$ cat src/rtl/idex_register.sv
// ID/EX pipeline register with flush-to-bubble and async reset.
// Optional hold input Stall_E when IDEX_STALL_EN is defined.
module idex_register #(
  parameter logic [31:0] FLUSH_PC = 32'h2A2A_2A2A
) (
  input  logic        CLK,
  input  logic        RST,
  input  logic        Flush_E,
`ifdef IDEX_STALL_EN
  input  logic        Stall_E,
`endif
  input  logic        REG_W_En_D,
  input  logic        MEM_W_En_D,
  input  logic        Jump_En_D,
  input  logic        Branch_En_D,
  input  logic [2:0]  MEM_Control_D,
  input  logic [3:0]  ALU_Control_D,
  input  logic        Branch_Src_Sel_D,
  input  logic        ALU_SrcA_Sel_D,
  input  logic        ALU_SrcB_Sel_D,
  input  logic [1:0]  Result_Src_Sel_D,
  input  logic [4:0]  RD_D,
  input  logic [4:0]  RS1_D,
  input  logic [4:0]  RS2_D,
  input  logic [31:0] REG_R_Data1_D,
  input  logic [31:0] REG_R_Data2_D,
  input  logic [31:0] Imm_Ext_D,
  input  logic [31:0] PC_D,
  input  logic [31:0] PC_Plus_4_D,
  output logic        REG_W_En_E,
  output logic        MEM_W_En_E,
  output logic        Jump_En_E,
  output logic        Branch_En_E,
  output logic [2:0]  MEM_Control_E,
  output logic [3:0]  ALU_Control_E,
  output logic        Branch_Src_Sel_E,
  output logic        ALU_SrcA_Sel_E,
  output logic        ALU_SrcB_Sel_E,
  output logic [1:0]  Result_Src_Sel_E,
  output logic [4:0]  RD_E,
  output logic [4:0]  RS1_E,
  output logic [4:0]  RS2_E,
  output logic [31:0] REG_R_Data1_E,
  output logic [31:0] REG_R_Data2_E,
  output logic [31:0] Imm_Ext_E,
  output logic [31:0] PC_E,
  output logic [31:0] PC_Plus_4_E
);

  typedef struct packed {
    logic        reg_w;
    logic        mem_w;
    logic        jump;
    logic        branch;
    logic [2:0]  mem_ctl;
    logic [3:0]  alu_ctl;
    logic        br_src;
    logic        src_a;
    logic        src_b;
    logic [1:0]  res_sel;
    logic [4:0]  rd;
    logic [4:0]  rs1;
    logic [4:0]  rs2;
    logic [31:0] rdata1;
    logic [31:0] rdata2;
    logic [31:0] imm;
    logic [31:0] pc;
    logic [31:0] pc4;
  } idex_t;

  // Bubble: every enable low, PCs carry a recognisable marker.
  localparam idex_t BUBBLE = '{
    pc:      FLUSH_PC,
    pc4:     FLUSH_PC,
    default: '0
  };

  idex_t w_d;
  idex_t w_nxt;
  idex_t r_q;

  assign w_d = '{
    reg_w:   REG_W_En_D,
    mem_w:   MEM_W_En_D,
    jump:    Jump_En_D,
    branch:  Branch_En_D,
    mem_ctl: MEM_Control_D,
    alu_ctl: ALU_Control_D,
    br_src:  Branch_Src_Sel_D,
    src_a:   ALU_SrcA_Sel_D,
    src_b:   ALU_SrcB_Sel_D,
    res_sel: Result_Src_Sel_D,
    rd:      RD_D,
    rs1:     RS1_D,
    rs2:     RS2_D,
    rdata1:  REG_R_Data1_D,
    rdata2:  REG_R_Data2_D,
    imm:     Imm_Ext_D,
    pc:      PC_D,
    pc4:     PC_Plus_4_D
  };

  always_comb begin
    w_nxt = w_d;
    if (Flush_E) begin
      w_nxt = BUBBLE;
    end
`ifdef IDEX_STALL_EN
    else if (Stall_E) begin
      w_nxt = r_q;
    end
`endif
  end

  always_ff @(posedge CLK or posedge RST) begin
    if (RST) begin
      r_q <= BUBBLE;
    end else begin
      r_q <= w_nxt;
    end
  end

  assign REG_W_En_E       = r_q.reg_w;
  assign MEM_W_En_E       = r_q.mem_w;
  assign Jump_En_E        = r_q.jump;
  assign Branch_En_E      = r_q.branch;
  assign MEM_Control_E    = r_q.mem_ctl;
  assign ALU_Control_E    = r_q.alu_ctl;
  assign Branch_Src_Sel_E = r_q.br_src;
  assign ALU_SrcA_Sel_E   = r_q.src_a;
  assign ALU_SrcB_Sel_E   = r_q.src_b;
  assign Result_Src_Sel_E = r_q.res_sel;
  assign RD_E             = r_q.rd;
  assign RS1_E            = r_q.rs1;
  assign RS2_E            = r_q.rs2;
  assign REG_R_Data1_E    = r_q.rdata1;
  assign REG_R_Data2_E    = r_q.rdata2;
  assign Imm_Ext_E        = r_q.imm;
  assign PC_E             = r_q.pc;
  assign PC_Plus_4_E      = r_q.pc4;

endmodule

$ cat config.mk
export PLATFORM = sky130hd
export DESIGN_NAME = idex_register
export DESIGN_NICKNAME = d
export VERILOG_FILES = /design/src/rtl/idex_register.sv
export SDC_FILE = /design/constraint.sdc
export NUM_CORES = 1
export LEC_CHECK = 0
export ABC_AREA = 1
export CORE_AREA = 3 3 148 150
export DETAILED_ROUTE_END_ITERATION = 8
export DIE_AREA = 0 0 151 153
export GPL_ROUTABILITY_DRIVEN = 0
export PLACE_DENSITY = 0.69
export SYNTH_ARGS = -nofsm -noshare
export SYNTH_HDL_FRONTEND = slang
export SYNTH_SLANG_ARGS = --single-unit
$ cat constraint.sdc
create_clock -name CLK -period 14.9 [get_ports CLK]
set_input_delay 3.725 -clock CLK [delete_from_list [all_inputs] [get_ports CLK]]
set_output_delay 3.725 -clock CLK [all_outputs]
set_load 0.01 [all_outputs]
# Word-level counts from Yosys, hierarchy flattened
# Cells that the tools add are included.
op_classes:
  mux: 1
op_table:
  columns: ["op", "n"]
  rows:
  - ["$mux W191", 1]
totals:
  regBits: 191
  inputBits: 194
  wordCells: 19

# Longest topological paths before layout
depth:
  ltp_word: 1
  mapped_depth: 4

# Least setup slack after synthesis
# Ideal clock, no wire load.
synth_path:
  path_kind: "input to register"
  from: "input port Flush_E"
  to: "register r_q (netlist bit Imm_Ext_E[0])"
  setup_ns: 0.117
  arrival_time_ns: 4.164
  slack_ns: 10.619
  stages: 4
  path_buffers: 3
  path_cell_list: "buf_6 -> buf_6 -> buf_6 -> nor2_2"
synth_lines:
  columns: ["item", "line", "rtl"]
  rows:
  - ["start, declared", "8", "input logic Flush_E,"]
  - ["end signal, assigned", "119", "r_q <= w_nxt;"]
  - ["end, declared", "80", "idex_t r_q;"]

==> results.sh <==
export IMPL_synth_flop_cell="sky130_fd_sc_hd__dfrtp_1"
export IMPL_drc=0
export IMPL_p_sw_share_pct=24.0
export IMPL_initial_utilization_pct=31.2
export IMPL_final_setup_tns_ns=0
export IMPL_cp_data_arrival_time_ns=5.75
export IMPL_clkSlewWorstSetupHoldPaths_ns=0.07
export IMPL_power_density_cell_area_mw_per_mm2=105
export IMPL_part_of_the_total_power_dissipated_in_the_clock_network_pct=38.0
export IMPL_power_share_combinational_pct=14.1
export IMPL_cell_types_with_the_largest_area_share_after_synthesis="sky130_fd_sc_hd__dfrtp_1 64%, sky130_fd_sc_hd__inv_1 11%, sky130_fd_sc_hd__dfstp_2 9.7%"
export IMPL_synthCells=596
export IMPL_synth_commonest_cells="193 x sky130_fd_sc_hd__inv_1, 167 x sky130_fd_sc_hd__dfrtp_1, 157 x sky130_fd_sc_hd__nor2_1"
export IMPL_timing_critical_path_cells="clkdlybuf4s50_1, inv_8, buf_4"
export IMPL_criticalPathCategory="in2async"
export IMPL_switching_power_uw=277
export IMPL_min_path_type="in2reg"
export IMPL_die_h_um=153
export IMPL_timing_slew_headroom_pct=35.2
export IMPL_clk_root_buffer_cell="sky130_fd_sc_hd__clkbuf_16"
export IMPL_groute_usage_overall_pct=15.8
export IMPL_grt_remaining_overflow=0
export IMPL_routed_via_count_divided_by_cell_count=3.76
export IMPL_critical_path_max_stage_delay_ns=0.81
export IMPL_grt_max_degree=124
export IMPL_min_period_over_period_pct=35.7
export IMPL_post_synth_edffs=0
export IMPL_power_static_leakage_nw=5.56
export IMPL_worst_max_slew_pin_slew_ns=0.972
export IMPL_fin_nets=1174
export IMPL_max_freq_mhz=188
export IMPL_post_cts_resized=0
export IMPL_timing_final_setup_violations=0
export IMPL_drv_max_cap_violation_count=0
export IMPL_grt_pass1_vias=4829
export IMPL_sequential_cell_area_sq_mm=0.00481
export IMPL_areaGrowthSynthToFinish_pct=70.4
export IMPL_crit_path_end_kind="asynchronous set/reset pin"
export IMPL_min_period_ns=5.32
export IMPL_total_number_of_h_tree_levels=4
export IMPL_final_layout_size_suffix_gt1_share_pct=6.75
export IMPL_cts_num_sinks=191
export IMPL_totalWireLength_mm=18.3
export IMPL_clockBufferDepth=2
export IMPL_synth_nets=790
export IMPL_cts_setup_buffers=0
export IMPL_worst_path_max_fanout=123
export IMPL_synthesis_yosys_warnings=0
export IMPL_yosysTopAreaCellShare_pct=64.4
export IMPL_netlist_area_sq_mm=0.00649
export IMPL_buffer_ports_inserted=384
export IMPL_area_of_the_multi_input_gates_sq_um=742
export IMPL_worst_setup_start_kind="input pin"
export IMPL_synth_cell_types=9
export IMPL_hpwl_mm=14.1
export IMPL_crit_required_ns=15.33
export IMPL_initial_antenna_violation_count=0
export IMPL_num_rows=53
export IMPL_cts_hold_repair_buffers=0
export IMPL_synth_seq_cells=191
export IMPL_dr_pass1_iters=4
export IMPL_seq_power_share_pct=47.9
export IMPL_floorplan_core_area_sq_mm=0.0208
export IMPL_n_fill_cell=1866
export IMPL_io_pins=385
export IMPL_design_die_area_sq_mm=0.0231
export IMPL_totalPowerFinal_mw=1.16
export IMPL_vdd_drop_max_mv=0.0684
export IMPL_worst_path_max_delay_cell="sky130_fd_sc_hd__buf_4"
export IMPL_most_repeated_cell_in_the_gate_level_netlist_after_synthesis="sky130_fd_sc_hd__inv_1"
export IMPL_insertedDiodeCount=0
export IMPL_post_synth_top_area_cell="sky130_fd_sc_hd__dfrtp_1"
export IMPL_setup_repair_after_global_routing_missed_its_margin="no"
export IMPL_intPower_uw=880
export IMPL_post_place_cells=1236
export IMPL_die_x_extent_um=151
export IMPL_routed_via_count=4761
export IMPL_cts_made_buffers=17
export IMPL_synth_async_reset_ratio_pct=100
export IMPL_layoutNonFillerInstCount=1267
export IMPL_syn_area_per_cell_sq_um=10.9
export IMPL_routedWlPerCell_um=14.4
export IMPL_initialDrtViolationCount=128
export IMPL_run_status="complete, no violations"
export IMPL_grt_first_pass_wirelength_mm=27.3
export IMPL_ys_seq_area_share_pct=74.2
export IMPL_finalMaxSlewViolations=0
export IMPL_final_hold_worst_slack_ns=3.72
export IMPL_final_hold_violation_count=0
export IMPL_cts_tree="yes"
export IMPL_final_antenna_net_count=0
-- final timing paths --
path	from	endpoint	slack, ns	cells after the start
worst max-delay path	RST	REG_R_Data1_E[6]$_DFF_PP0_	9.58	3
worst min-delay path	Flush_E	Imm_Ext_E[26]$_DFF_PP0_	3.72	2
max in group CLK	PC_Plus_4_E[1]$_DFF_PP1_	PC_Plus_4_E[1]	9.70	1
min in group asynchronous	RST	MEM_Control_E[1]$_DFF_PP0_	3.88	2
-- per-stage QoR --
step                cell area [sq um]  setup slack, ns  util [%]
detailed placement              10500             9.04      50.4
CTS                             11100             9.51      53.1
floorplan                        6490             6.02         -
global route                    11100             9.30      53.1
global placement                10500             9.07      50.4
finish                          11100             9.58      53.1
-- critical path, delay by kind of cell --
family   cells  cell delay [ns]
buf+inv      3             1.92
-- sequential cells by signal (all words and copies together), names as in the netlist --
signal / flops
REG_W_En_E: 1
ALU_Control_E: 4
MEM_Control_E: 3
Jump_En_E: 1
Branch_En_E: 1
Result_Src_Sel_E: 2
RD_E: 5
REG_R_Data2_E: 32
Imm_Ext_E: 32
ALU_SrcA_Sel_E: 1
PC_Plus_4_E: 32
PC_E: 32
ALU_SrcB_Sel_E: 1
RS2_E: 5
MEM_W_En_E: 1
Branch_Src_Sel_E: 1
REG_R_Data1_E: 32
RS1_E: 5
-- layer usage --
| metal | routed length, um | GRT usage, % |
|---|---|---|
| met1 | 6660 | 17.5 |
| met2 | 9580 | 27.3 |
| met3 | 1440 | 5.25 |
| met4 | 608 | 7.17 |
| met5 | 0 | 0 |
-- final cells by class --
| type | count | share of cell area [%] |
|---|---|---|
| clock inverter | 12 | 1.18 |
| multi-input combinational | 191 | 6.71 |
| tap | 275 | 3.11 |
| inverter | 193 | 6.62 |
| timing repair buffer | 386 | 34.9 |
| clock buffer | 19 | 3.92 |
| sequential | 191 | 43.5 |
-- cells in the final DEF, fill, tap and decap left out --
master / netlist / final
sky130_fd_sc_hd__clkinvlp_4: 0 / 3
sky130_fd_sc_hd__dfstp_2: 24 / 24
sky130_fd_sc_hd__buf_4: 2 / 2
sky130_fd_sc_hd__clkbuf_1: 0 / 2
sky130_fd_sc_hd__nor2_1: 157 / 157
sky130_fd_sc_hd__bufinv_16: 0 / 1
sky130_fd_sc_hd__clkbuf_16: 0 / 17
sky130_fd_sc_hd__dfrtp_1: 167 / 167
sky130_fd_sc_hd__buf_6: 16 / 1
sky130_fd_sc_hd__inv_6: 0 / 2
sky130_fd_sc_hd__clkinv_4: 0 / 3
sky130_fd_sc_hd__inv_1: 193 / 192
sky130_fd_sc_hd__nor2_2: 10 / 10
sky130_fd_sc_hd__clkdlybuf4s50_1: 0 / 383
sky130_fd_sc_hd__inv_8: 0 / 4
sky130_fd_sc_hd__nand2_1: 24 / 24
-- power by group through the flow --
| stage | clock (mW) | sequential, mW | combinational (mW) |
|---|---|---|---|
| after detailed placement | 0 | 0.564 | 0.166 |
| after floorplan | 0 | 0.578 | 0.0385 |
| after global placement | 0 | 0.563 | 0.164 |
| after global routing | 0.476 | 0.556 | 0.177 |
| final | 0.440 | 0.554 | 0.163 |
| after CTS | 0.454 | 0.554 | 0.167 |
-- cells by family after synthesis --
family	synth area share, %
buffers and inverters	14.4
DFF	74.2
and+or+nand+nor	11.4
(Power assumes the default switching activity.)
